`config.mk`:
```
export PLATFORM = sky130hd
export DESIGN_NAME = control_seq
export DESIGN_NICKNAME = d
export VERILOG_FILES = /design/src/rtl/control_seq.sv
export SDC_FILE = /design/constraint.sdc
export NUM_CORES = 1
export LEC_CHECK = 0
export BUFFER_PORTS_ARGS = -buffer_cell sky130_fd_sc_hd__buf_4
export CAP_MARGIN = 20
export CORE_AREA = 2 2 39 41
export CTS_CLUSTER_DIAMETER = 30
export DETAILED_ROUTE_END_ITERATION = 16
export DIE_AREA = 0 0 41 43
export HOLD_SLACK_MARGIN = 0.12
export PLACE_DENSITY = 0.67
export SYNTH_ARGS = -nofsm -noshare
export SYNTH_HDL_FRONTEND = slang
export SYNTH_SLANG_ARGS = --single-unit
```
`constraint.sdc`:
```
create_clock -name clk -period 1.73 [get_ports clk]
set_input_delay 0.2595 -clock clk [delete_from_list [all_inputs] [get_ports clk]]
set_output_delay 0.2595 -clock clk [all_outputs]
set_load 0.02 [all_outputs]
```
`src/rtl/control_seq.sv`:
```
// -----------------------------------------------------------------------------
// control_seq -- instruction-cycle sequencer for the 8-bit microcontroller.
//
// A ring counter steps T1..T6. Fetch (T1-T3) is identical for every opcode.
// Execute (T4-T6) decodes the IR opcode into datapath control strobes.
// HLT parks the machine in a HALT state that only clr can leave.
//
// Opcode map: LDA=4'h0, ADD=4'h1, SUB=4'h2, OUT=4'hE, HLT=4'hF, others NOP.
//
// Build option:
//   SEQ_EARLY_END_EN  defined   -> each instruction returns to T1 right after
//                                  its last state with active strobes
//                                  (LDA 5, ADD/SUB 6, OUT/NOP 4 clocks).
//                     undefined -> every non-HLT instruction takes 6 clocks.
//
// Ports:
//   clk          in   system clock, all state changes on posedge
//   clr          in   synchronous active-high reset, returns ring to T1
//   instruction  in   4-bit opcode from the IR upper nibble (valid T4-T6)
//   t_state      out  one-hot ring state, bit0=T1 .. bit5=T6, zero in HALT
//   Cp, Ep       out  PC increment / PC drives bus
//   Lm           out  MAR load
//   CE           out  RAM drives bus
//   Li, Ei       out  IR load / IR address nibble drives bus
//   La, Ea       out  accumulator load / accumulator drives bus
//   Su, Eu       out  ALU subtract select / ALU drives bus
//   Lb           out  B register load
//   Lo           out  output register load
//   hlt          out  high while halted
// -----------------------------------------------------------------------------
module control_seq (
  input  logic       clk,
  input  logic       clr,
  input  logic [3:0] instruction,
  output logic [5:0] t_state,
  output logic       Cp,
  output logic       Ep,
  output logic       Lm,
  output logic       CE,
  output logic       Li,
  output logic       Ei,
  output logic       La,
  output logic       Ea,
  output logic       Su,
  output logic       Eu,
  output logic       Lb,
  output logic       Lo,
  output logic       hlt
);

  localparam logic [3:0] OP_LDA = 4'h0;
  localparam logic [3:0] OP_ADD = 4'h1;
  localparam logic [3:0] OP_SUB = 4'h2;
  localparam logic [3:0] OP_OUT = 4'hE;
  localparam logic [3:0] OP_HLT = 4'hF;

  typedef enum logic [2:0] {
    S_T1   = 3'd0,
    S_T2   = 3'd1,
    S_T3   = 3'd2,
    S_T4   = 3'd3,
    S_T5   = 3'd4,
    S_T6   = 3'd5,
    S_HALT = 3'd6
  } state_e;

  state_e state_q, state_d;

  // ---------------------------------------------------------------------------
  // State register
  // ---------------------------------------------------------------------------
  // NOTE: sequential state uses non-blocking assignment so every flop samples
  // the pre-edge value of its inputs, independent of process ordering.
  always_ff @(posedge clk) begin
    if (clr) begin
      state_q <= S_T1;
    end else begin
      state_q <= state_d;
    end
  end

  // ---------------------------------------------------------------------------
  // Next-state logic
  // ---------------------------------------------------------------------------
  // NOTE: every variable written in a combinational block gets a default first,
  // so no path leaves it unassigned and no latch is inferred.
  always_comb begin
    state_d = state_q;
    unique case (state_q)
      S_T1: state_d = S_T2;
      S_T2: state_d = S_T3;
      S_T3: state_d = S_T4;
      S_T4: begin
        if (instruction == OP_HLT) begin
          state_d = S_HALT;
        end else begin
`ifdef SEQ_EARLY_END_EN
          // Only LDA/ADD/SUB have strobes beyond T4.
          if ((instruction == OP_LDA) || (instruction == OP_ADD) ||
              (instruction == OP_SUB)) begin
            state_d = S_T5;
          end else begin
            state_d = S_T1;
          end
`else
          state_d = S_T5;
`endif
        end
      end
      S_T5: begin
`ifdef SEQ_EARLY_END_EN
          // LDA finishes in T5; ADD/SUB still need the ALU write-back in T6.
        state_d = (instruction == OP_LDA) ? S_T1 : S_T6;
`else
        state_d = S_T6;
`endif
      end
      S_T6:   state_d = S_T1;
      S_HALT: state_d = S_HALT;
      default: state_d = S_T1;
    endcase
  end

  // ---------------------------------------------------------------------------
  // Output decode: combinational from state and opcode, silenced during clr.
  // Each state enables at most one bus driver (Ep, CE, Ei, Ea, Eu).
  // ---------------------------------------------------------------------------
  always_comb begin
    t_state = 6'b000000;
    hlt     = 1'b0;
    Cp = 1'b0; Ep = 1'b0; Lm = 1'b0; CE = 1'b0; Li = 1'b0; Ei = 1'b0;
    La = 1'b0; Ea = 1'b0; Su = 1'b0; Eu = 1'b0; Lb = 1'b0; Lo = 1'b0;

    unique case (state_q)
      S_T1:   t_state = 6'b000001;
      S_T2:   t_state = 6'b000010;
      S_T3:   t_state = 6'b000100;
      S_T4:   t_state = 6'b001000;
      S_T5:   t_state = 6'b010000;
      S_T6:   t_state = 6'b100000;
      S_HALT: hlt     = 1'b1;
      default: t_state = 6'b000000;
    endcase

    if (!clr) begin
      unique case (state_q)
        S_T1: begin
          Ep = 1'b1;
          Lm = 1'b1;
        end
        S_T2: Cp = 1'b1;
        S_T3: begin
          CE = 1'b1;
          Li = 1'b1;
        end
        S_T4: begin
          if ((instruction == OP_LDA) || (instruction == OP_ADD) ||
              (instruction == OP_SUB)) begin
            Ei = 1'b1;
            Lm = 1'b1;
          end else if (instruction == OP_OUT) begin
            Ea = 1'b1;
            Lo = 1'b1;
          end
        end
        S_T5: begin
          if (instruction == OP_LDA) begin
            CE = 1'b1;
            La = 1'b1;
          end else if ((instruction == OP_ADD) || (instruction == OP_SUB)) begin
            CE = 1'b1;
            Lb = 1'b1;
          end
        end
        S_T6: begin
          if ((instruction == OP_ADD) || (instruction == OP_SUB)) begin
            Eu = 1'b1;
            La = 1'b1;
            Su = (instruction == OP_SUB);
          end
        end
        default: ;  // HALT: everything stays low
      endcase
    end
  end

endmodule

```
# Yosys cells after proc, flatten, opt, wreduce, memory -nomap -nowiden
# Index checks and enable logic that the tools add are counted.
[classes]
eq_ne = 10
n_mux = 34
n_reduce_logical = 5
[ops]
columns = ["operator", "count"]
rows = [
  ["$pmux 6 s6", 1],
  ["$mux 1", 28],
  ["$pmux 3 s6", 1],
  ["$eq 3x3->1 const B", 3],
  ["$eq 4x4->1 const B", 2],
  ["$eq 3x2->1 const B", 2],
  ["$pmux 1 s2", 3],
  ["$eq 4x1->1 const B", 1],
  ["$eq 4x2->1 const B", 1],
  ["$logic_not 4->1", 1],
  ["$eq 3x1->1 const B", 1],
  ["$logic_not 3->1", 1],
  ["$logic_or 1x1->1", 3],
  ["$mux 2", 1],
]
[totals]
wordCells = 50
inputBits = 6
regBits = 3
output_inout_bits = 19

# Logic depth before layout (Yosys ltp)
# Gate-level depths: netlist of the first run.
[depth]
word_depth = 6
depth_mapped = 4
mapped_depth_nobuf = 3

# Worst setup path after synthesis of the first run
# No wires, ideal clock.
[synth_timing]
path_type = "register to output"
startpoint = "reg state_q[0]"
endpoint = "out Lo"
stages_incl_launch_ff = 5
n_path_buf = 1
t_required_ps = 1470
path_slack_ps = 141
arrival_ps = 1329
path_cell_list = "dfxtp_1 inv_2 or2_4 nor3_2 buf_4"
[synth_between]
elab_chain_cells = 3
[synth_lines]
columns = ["element", "line", "text"]
rows = [
  ["from (decl)", "67", "state_e state_q, state_d;"],
  ["from (signal assigned)", "78", "state_q <= state_d;"],
  ["$eq 3x2->1", "n/a", ""],
  ["$mux 1 (2 in series)", "n/a", ""],
  ["to (decl)", "47", "output logic Lo,"],
]
# Every way passes these cells.

# Worst setup path after layout of the first run
[layout_timing]
startpoint = "reg state_q[2]"
endpoint = "out Ea"
[layout_between]
elab_chain_cells = 3
[layout_lines]
columns = ["element", "line", "text"]
rows = [
  ["$eq 3x2->1", "146", "unique case (state_q)"],
  ["$mux 1", "146", ""],
  ["$mux 1", "145", "if (!clr) begin"],
  ["to (decl)", "43", "output logic Ea,"],
]
# Every way passes these cells.

==> results.py, run 1 <==
metrics = {
    "die": {
        "ios": 25,
        "rows": 14,
        "start_util_pct": 25.8,
        "dieArea_mm2": 0.00176,
        "die-width_um": 41,
        "fp.dieH_um": 43,
        "core_mm2": 0.00138,
    },
    "cts": {
        "cts_setup_buffers": 0,
        "clock_path_buffers": 2,
        "cts_sinks": 3,
        "root_buffer": "clkbuf_4",
        "clock_latency_ps": 240,
        "path_clk_slew_ps": 40,
        "cts_buffers": 3,
        "cts_tree": "built",
        "htree_levels": 1,
    },
    "placed_design": {
        "dp_hpwl_um": 762,
        "placed_area_um2": 539,
        "port-buffer-count": 24,
        "gp_congestion": 0.781,
    },
    "power_and_ir_drop": {
        "power_frac_seq_pct": 24.4,
        "p_leak_nw": 0.277,
        "power_density_mw_per_mm2": 596,
        "p_switching_mw": 0.125,
        "peakVddDrop_v": 0.000247,
        "comb_power_share_pct": 37.9,
        "power.internal_mw": 0.222,
        "clock_power_share_pct": 37.7,
        "sw_frac_of_total_pct": 36.0,
        "total_power_mw": 0.347,
    },
    "critical_path": {
        "critPathMaxStageDelay_ps": 350,
        "arrival_ps": 1370,
        "critPathKind": "reg2out",
        "worstSetupStartpointType": "register",
        "end_kind": "output port",
        "reg2regPathDepth": 3,
        "crit_path_cell_trace": "nand2b_4 -> or2_4 -> nor3_2 -> buf_4",
        "critPathBufInv": 1,
        "cp_max_fo": 6,
        "required_ps": 1470,
        "crit_family": "simple AND/OR/NAND/NOR gates",
        "cp_slowest_cell": "dfxtp_1",
        "cp_num_cells": 4,
    },
    "yosys": {
        "syn_area_um2": 357,
        "syn_area_per_cell_um2": 7.43,
        "yosysWarnings": 0,
        "ys_types": 29,
        "synthCells": 48,
        "syn_nets": 54,
        "synth_seq_cells": 3,
        "ys_seq_area_share_pct": 16.8,
    },
    "final_layout": {
        "largest_reg_flops": 3,
        "top_register": "state_q",
        "final_nets": 81,
        "drive_above_1_share_pct": 58.1,
        "area_growth_pct": 63.5,
        "n_fill_cell": 154,
        "fin_area_um2": 583,
        "top_regs": "state_q x3",
        "num_antenna_cells": 0,
    },
    "route": {
        "wl_per_cell_um": 11.1,
        "route.detailed.drc": 0,
        "drt_iter0_drc": 3,
        "drt-total-wl_um": 1000,
        "ant_nets": 0,
        "vias_per_cell": 4.80,
        "vias": 432,
        "drt-pass1-iter-count": 4,
    },
    "global_routing": {
        "antenna_found_initial": 0,
        "globalRoute.totalOverflow": 0,
        "grt_max_degree": 11,
        "grt_use_met2_pct": 21.3,
        "grt_pass1_vias": 378,
        "grt_usage_pct": 13.4,
        "use_met3_pct": 6.28,
        "grt_use_met1_pct": 15.1,
        "grt_first_pass_wirelength_um": 1590,
        "top_usage_layer": "met2",
    },
    "sta": {
        "hold_slack_ps": 254,
        "fin_crit_ps": 1630,
        "worst_pin_slew_ps": 336,
        "rsz0062_at_grt": "no",
        "finalSetupTns_ps": 0,
        "finalHoldViolCount": 0,
        "finalCritPeriodShare_pct": 94.0,
        "setup_viol": 0,
        "relSlewSlack_pct": 77.4,
        "finClkSkew_ps": 1.24,
        "slew_viol_final": 0,
        "fmax_mhz": 615,
    },
    "min_path": {
        "hold_path_class": "in2reg",
        "min_path_cells": 2,
    },
    "job": {
        "max-cap-violations": 0,
    },
    "outcome": {
        "outcome": "complete, no violations",
    },
}
-- layer usage --
| layer | vias to the layer above | routed length (um) |
|---|---|---|
| met1 | 190 | 368 |
| li1 | 221 | - |
| met3 | 2 | 120 |
| met5 | - | 0 |
| met4 | 0 | 9 |
| met2 | 19 | 504 |
-- worst reg2reg max path, delay by kind of cell, from the launching register on --
family,cells,cell delay [ps]
AOI/OAI and AO/OA,1,130
DFF,1,350
and+or+nand+nor,2,420
-- per-stage QoR --
step                setup slack [ps]  utilization, %  std cells
global route                    27.8            42.1         90
detailed placement               317            39.0         86
global placement                 323            39.0         86
CTS                             35.7            40.9         90
floorplan                        141               -         48
finish                           104            42.1         90
-- power by group through the flow --
| stage | Sequential [mW] | Clock, mW | Combinational [mW] |
|---|---|---|---|
| detailed placement | 0.0835 | 0 | 0.128 |
| CTS | 0.0828 | 0.131 | 0.129 |
| floorplan | 0.0800 | 0 | 0.0812 |
| global placement | 0.0832 | 0 | 0.126 |
| finish | 0.0848 | 0.131 | 0.132 |
| global route | 0.0859 | 0.139 | 0.143 |
-- cell families after synthesis --
family          share of synthesized area (%)
buf+inv                                  14.4
xor+xnor                                 4.91
compound gates                           13.3
simple gates                             50.5
flops                                    16.8
-- cells in the mapped netlist --
library cell | n | area share, %
nand2_1 | 6 | 6.3
and3_2 | 1 | 2.1
buf_2 | 2 | 2.8
dfxtp_1 | 3 | 17
buf_6 | 2 | 6.3
buf_4 | 1 | 2.1
or2_4 | 1 | 2.5
a211oi_1 | 1 | 2.1
a31o_2 | 1 | 2.5
xor2_1 | 2 | 4.9
nand3b_1 | 1 | 2.1
nor4_1 | 1 | 1.8
o21ai_1 | 1 | 1.4
nor4_2 | 1 | 3.5
and4bb_2 | 1 | 3.5
nor2_1 | 4 | 4.2
nor3_1 | 4 | 5.6
and3_1 | 1 | 1.8
a21oi_1 | 1 | 1.4
nand2b_1 | 2 | 3.5
nand4b_1 | 1 | 2.5
nor2b_4 | 1 | 3.9
inv_1 | 2 | 2.1
o21bai_1 | 1 | 2.1
a311oi_1 | 1 | 2.5
inv_2 | 1 | 1.1
nor3_2 | 2 | 5.6
o21ai_0 | 1 | 1.4
nand4_1 | 1 | 1.8
-- worst paths after layout --
path / slack [ps] / to / from
worst min-delay path: 250 / state_q[1] / clr
worst max-delay path: 100 / Ea / state_q[2]
worst min register to register: 570 / state_q[0] / state_q[2]
worst max register to register: 740 / state_q[2] / state_q[2]
-- cells in the final DEF (no fill, tap or decap) --
| master | netlist | routed |
|---|---|---|
| o21ai_1 | 1 | 2 |
| and4bb_2 | 1 | 1 |
| nor4_2 | 1 | 1 |
| nand2_1 | 6 | 6 |
| nand2b_4 | 0 | 1 |
| inv_1 | 2 | 2 |
| a31o_2 | 1 | 1 |
| a21oi_1 | 1 | 1 |
| nand3b_1 | 1 | 1 |
| nor3_1 | 4 | 4 |
| clkbuf_4 | 0 | 3 |
| nor3_2 | 2 | 2 |
| nor4_1 | 1 | 1 |
| nor2_1 | 4 | 4 |
| xor2_1 | 2 | 1 |
| dfxtp_2 | 0 | 2 |
| dfxtp_1 | 3 | 1 |
| and3_2 | 1 | 1 |
| o21bai_1 | 1 | 1 |
| and3_1 | 1 | 1 |
| or2_4 | 1 | 1 |
| nand4b_1 | 1 | 1 |
| a311oi_1 | 1 | 1 |
| nand4_1 | 1 | 1 |
| buf_4 | 1 | 27 |
| clkbuf_1 | 0 | 1 |
| nand2b_1 | 2 | 1 |
| xor2_2 | 0 | 1 |
| a211oi_1 | 1 | 1 |
| inv_2 | 1 | 1 |
| nor2b_4 | 1 | 1 |
-- final cells by class --
type	instances	area, um^2	share of cell area (%)
tap	16	20.0	3.43
timing repair buffer	27	203	34.8
sequential	3	62.6	10.7
inverter	3	11.3	1.93
clock buffer	4	26.3	4.51
multi-input combinational	37	260	44.6
-- what timing repair did --
action                     4_1_cts  5_1_grt
hold buffers                     0        0
setup endpoints to repair        0        3
gates resized for setup          0        5
Power figures use the tool's default switching activity.
==> run 2: changes to the inputs <==
--- a/config.mk
+++ b/config.mk
@@ -12,7 +12,7 @@
 export DETAILED_ROUTE_END_ITERATION = 16
 export DIE_AREA = 0 0 41 43
 export HOLD_SLACK_MARGIN = 0.12
-export PLACE_DENSITY = 0.67
+export PLACE_DENSITY = 0.59
 export SYNTH_ARGS = -nofsm -noshare
 export SYNTH_HDL_FRONTEND = slang
 export SYNTH_SLANG_ARGS = --single-unit
==> results.py, run 2 (same netlist as run 1, synthesis figures left out) <==
metrics = {
    "outcome": {
        "outcome": "complete, no violations",
    },
    "die": {
        "die-width_um": 41,
        "start_util_pct": 25.8,
        "fp.dieH_um": 43,
        "dieArea_mm2": 0.00176,
        "rows": 14,
        "ios": 25,
        "core_mm2": 0.00138,
    },
    "cts": {
        "cts_tree": "built",
        "clock_latency_ps": 240,
        "holdBufCountCts": 0,
        "root_buffer": "clkbuf_4",
        "htree_levels": 1,
        "clock_path_buffers": 2,
        "cts_buffers": 3,
        "cts_setup_buffers": 0,
        "cts_sinks": 3,
        "path_clk_slew_ps": 40,
    },
    "global_routing": {
        "globalRoute.totalOverflow": 0,
        "grt_usage_pct": 11.7,
        "grt_pass1_vias": 336,
        "grt_max_degree": 12,
        "grt_first_pass_wirelength_um": 1410,
        "antenna_found_initial": 0,
    },
    "route": {
        "wl_per_cell_um": 11.2,
        "drt_iter0_drc": 1,
        "drt-pass1-iter-count": 4,
        "vias": 415,
        "drt-total-wl_um": 996,
        "route.detailed.drc": 0,
        "vias_per_cell": 4.66,
        "ant_nets": 0,
    },
    "sta": {
        "rsz0062_at_grt": "no",
        "worst_pin_slew_ps": 317,
        "relSlewSlack_pct": 78.7,
        "finalSetupTns_ps": 0,
        "finClkSkew_ps": 0.695,
        "slew_viol_final": 0,
        "setup_viol": 0,
        "fin_crit_ps": 1650,
        "finalHoldViolCount": 0,
        "finalCritPeriodShare_pct": 95.3,
        "fmax_mhz": 606,
    },
    "critical_path": {
        "cp_slowest_cell": "dfxtp_2",
        "critPathKind": "reg2out",
        "crit_path_cell_trace": "nand2b_1 -> or2_4 -> nor3_4 -> buf_4",
        "arrival_ps": 1390,
        "worstSetupStartpointType": "register",
        "required_ps": 1470,
        "critPathMaxStageDelay_ps": 360,
        "cp_max_fo": 11,
        "end_kind": "output port",
    },
    "min_path": {
        "hold_path_class": "in2reg",
    },
    "power_and_ir_drop": {
        "sw_frac_of_total_pct": 35.5,
        "power_frac_seq_pct": 25.4,
        "p_switching_mw": 0.120,
        "comb_power_share_pct": 36.9,
        "clock_power_share_pct": 37.7,
        "p_leak_nw": 0.277,
        "power_density_mw_per_mm2": 595,
        "peakVddDrop_v": 0.000243,
        "power.internal_mw": 0.218,
    },
    "placed_design": {
        "dp_hpwl_um": 728,
        "port-buffer-count": 24,
        "gp_congestion": 0.683,
        "placed_area_um2": 532,
    },
    "final_layout": {
        "drive_above_1_share_pct": 56.2,
        "final_nets": 80,
        "top_register": "state_q",
        "layout_commonest_cell": "buf_4",
        "final_cell_mix": "26 x buf_4, 6 x nand2_1, 4 x nor3_1, 4 x nor2_1",
        "area_growth_pct": 59.3,
        "fin_area_um2": 568,
        "num_antenna_cells": 0,
        "top_regs": "state_q x3",
        "largest_reg_flops": 3,
    },
    "job": {
        "max-cap-violations": 0,
    },
}
-- run 2: changes by cell type in the layout (fill, tap and decap cells not counted) --
cell      change
buf_4         -1
dfxtp_1       -1
dfxtp_2       +1
nand2b_1      +1
nand2b_4      -1
nor3_2        -1
nor3_4        +1
o21ai_0       +1
o21ai_1       -1
xor2_1        +1
xor2_2        -1
-- run 2: worst max-delay path: cells and delay by family (launching register included) --
kind | cells | cell delay (ps)
buffers and inverters | 1 | 160
flip-flops | 1 | 360
AND/OR/NAND/NOR | 3 | 630
-- run 2: final timing paths --
path                            startpoint    endpoint  slack, ps  cells after the start
worst min-delay path                   clr  state_q[2]        270                      2
worst max-delay path            state_q[2]          Lo         80                      4
worst max register to register  state_q[2]  state_q[2]        720                      3
worst min register to register  state_q[1]  state_q[0]        530                      1
-- run 2: what timing repair did --
item / in CTS / in global routing
pin swaps: 0 / 0
resized for setup: 1 / 3
setup endpoints to repair: 2 / 6
-- run 2: stage by stage --
step | utilization (%) | total power [mW] | hold WS, ps | std cells | worst slack, ps
floorplan | - | 0.161 | 435 | 48 | 141
global placement | 38.4 | 0.208 | 514 | 85 | 278
detailed placement | 38.4 | 0.209 | 507 | 85 | 260
CTS | 40.4 | 0.344 | 245 | 89 | 20.4
finish | 41.0 | 0.338 | 266 | 89 | 80.6
global route | 41.0 | 0.362 | 274 | 89 | 1.78
-- run 2: layer usage --
layer / vias to the layer above / GRT usage, % / share of wire [%]
met5: - / 0 / 0
met4: 0 / 4.00 / 0
met3: 0 / 3.66 / 9.7
met2: 21 / 17.8 / 44
met1: 174 / 15.0 / 46
li1: 220 / - / -
-- run 2: area by class of cell --
class                           count  area (um^2)
Multi-Input combinational cell     37          251
Tap cell                           16         20.0
Sequential cell                     3         63.8
Inverter                            3         11.3
Clock buffer                        4         26.3
Fill cell                         148          816
Timing Repair Buffer               26          195
-- run 2: power by group through the flow --
| stage | clock network [mW] | registers (mW) | logic [mW] |
|---|---|---|---|
| after floorplan | 0 | 0.0800 | 0.0812 |
| final | 0.127 | 0.0859 | 0.125 |
| after global routing | 0.138 | 0.0876 | 0.136 |
| after detailed placement | 0 | 0.0850 | 0.124 |
| after global placement | 0 | 0.0850 | 0.124 |
| after CTS | 0.135 | 0.0845 | 0.124 |
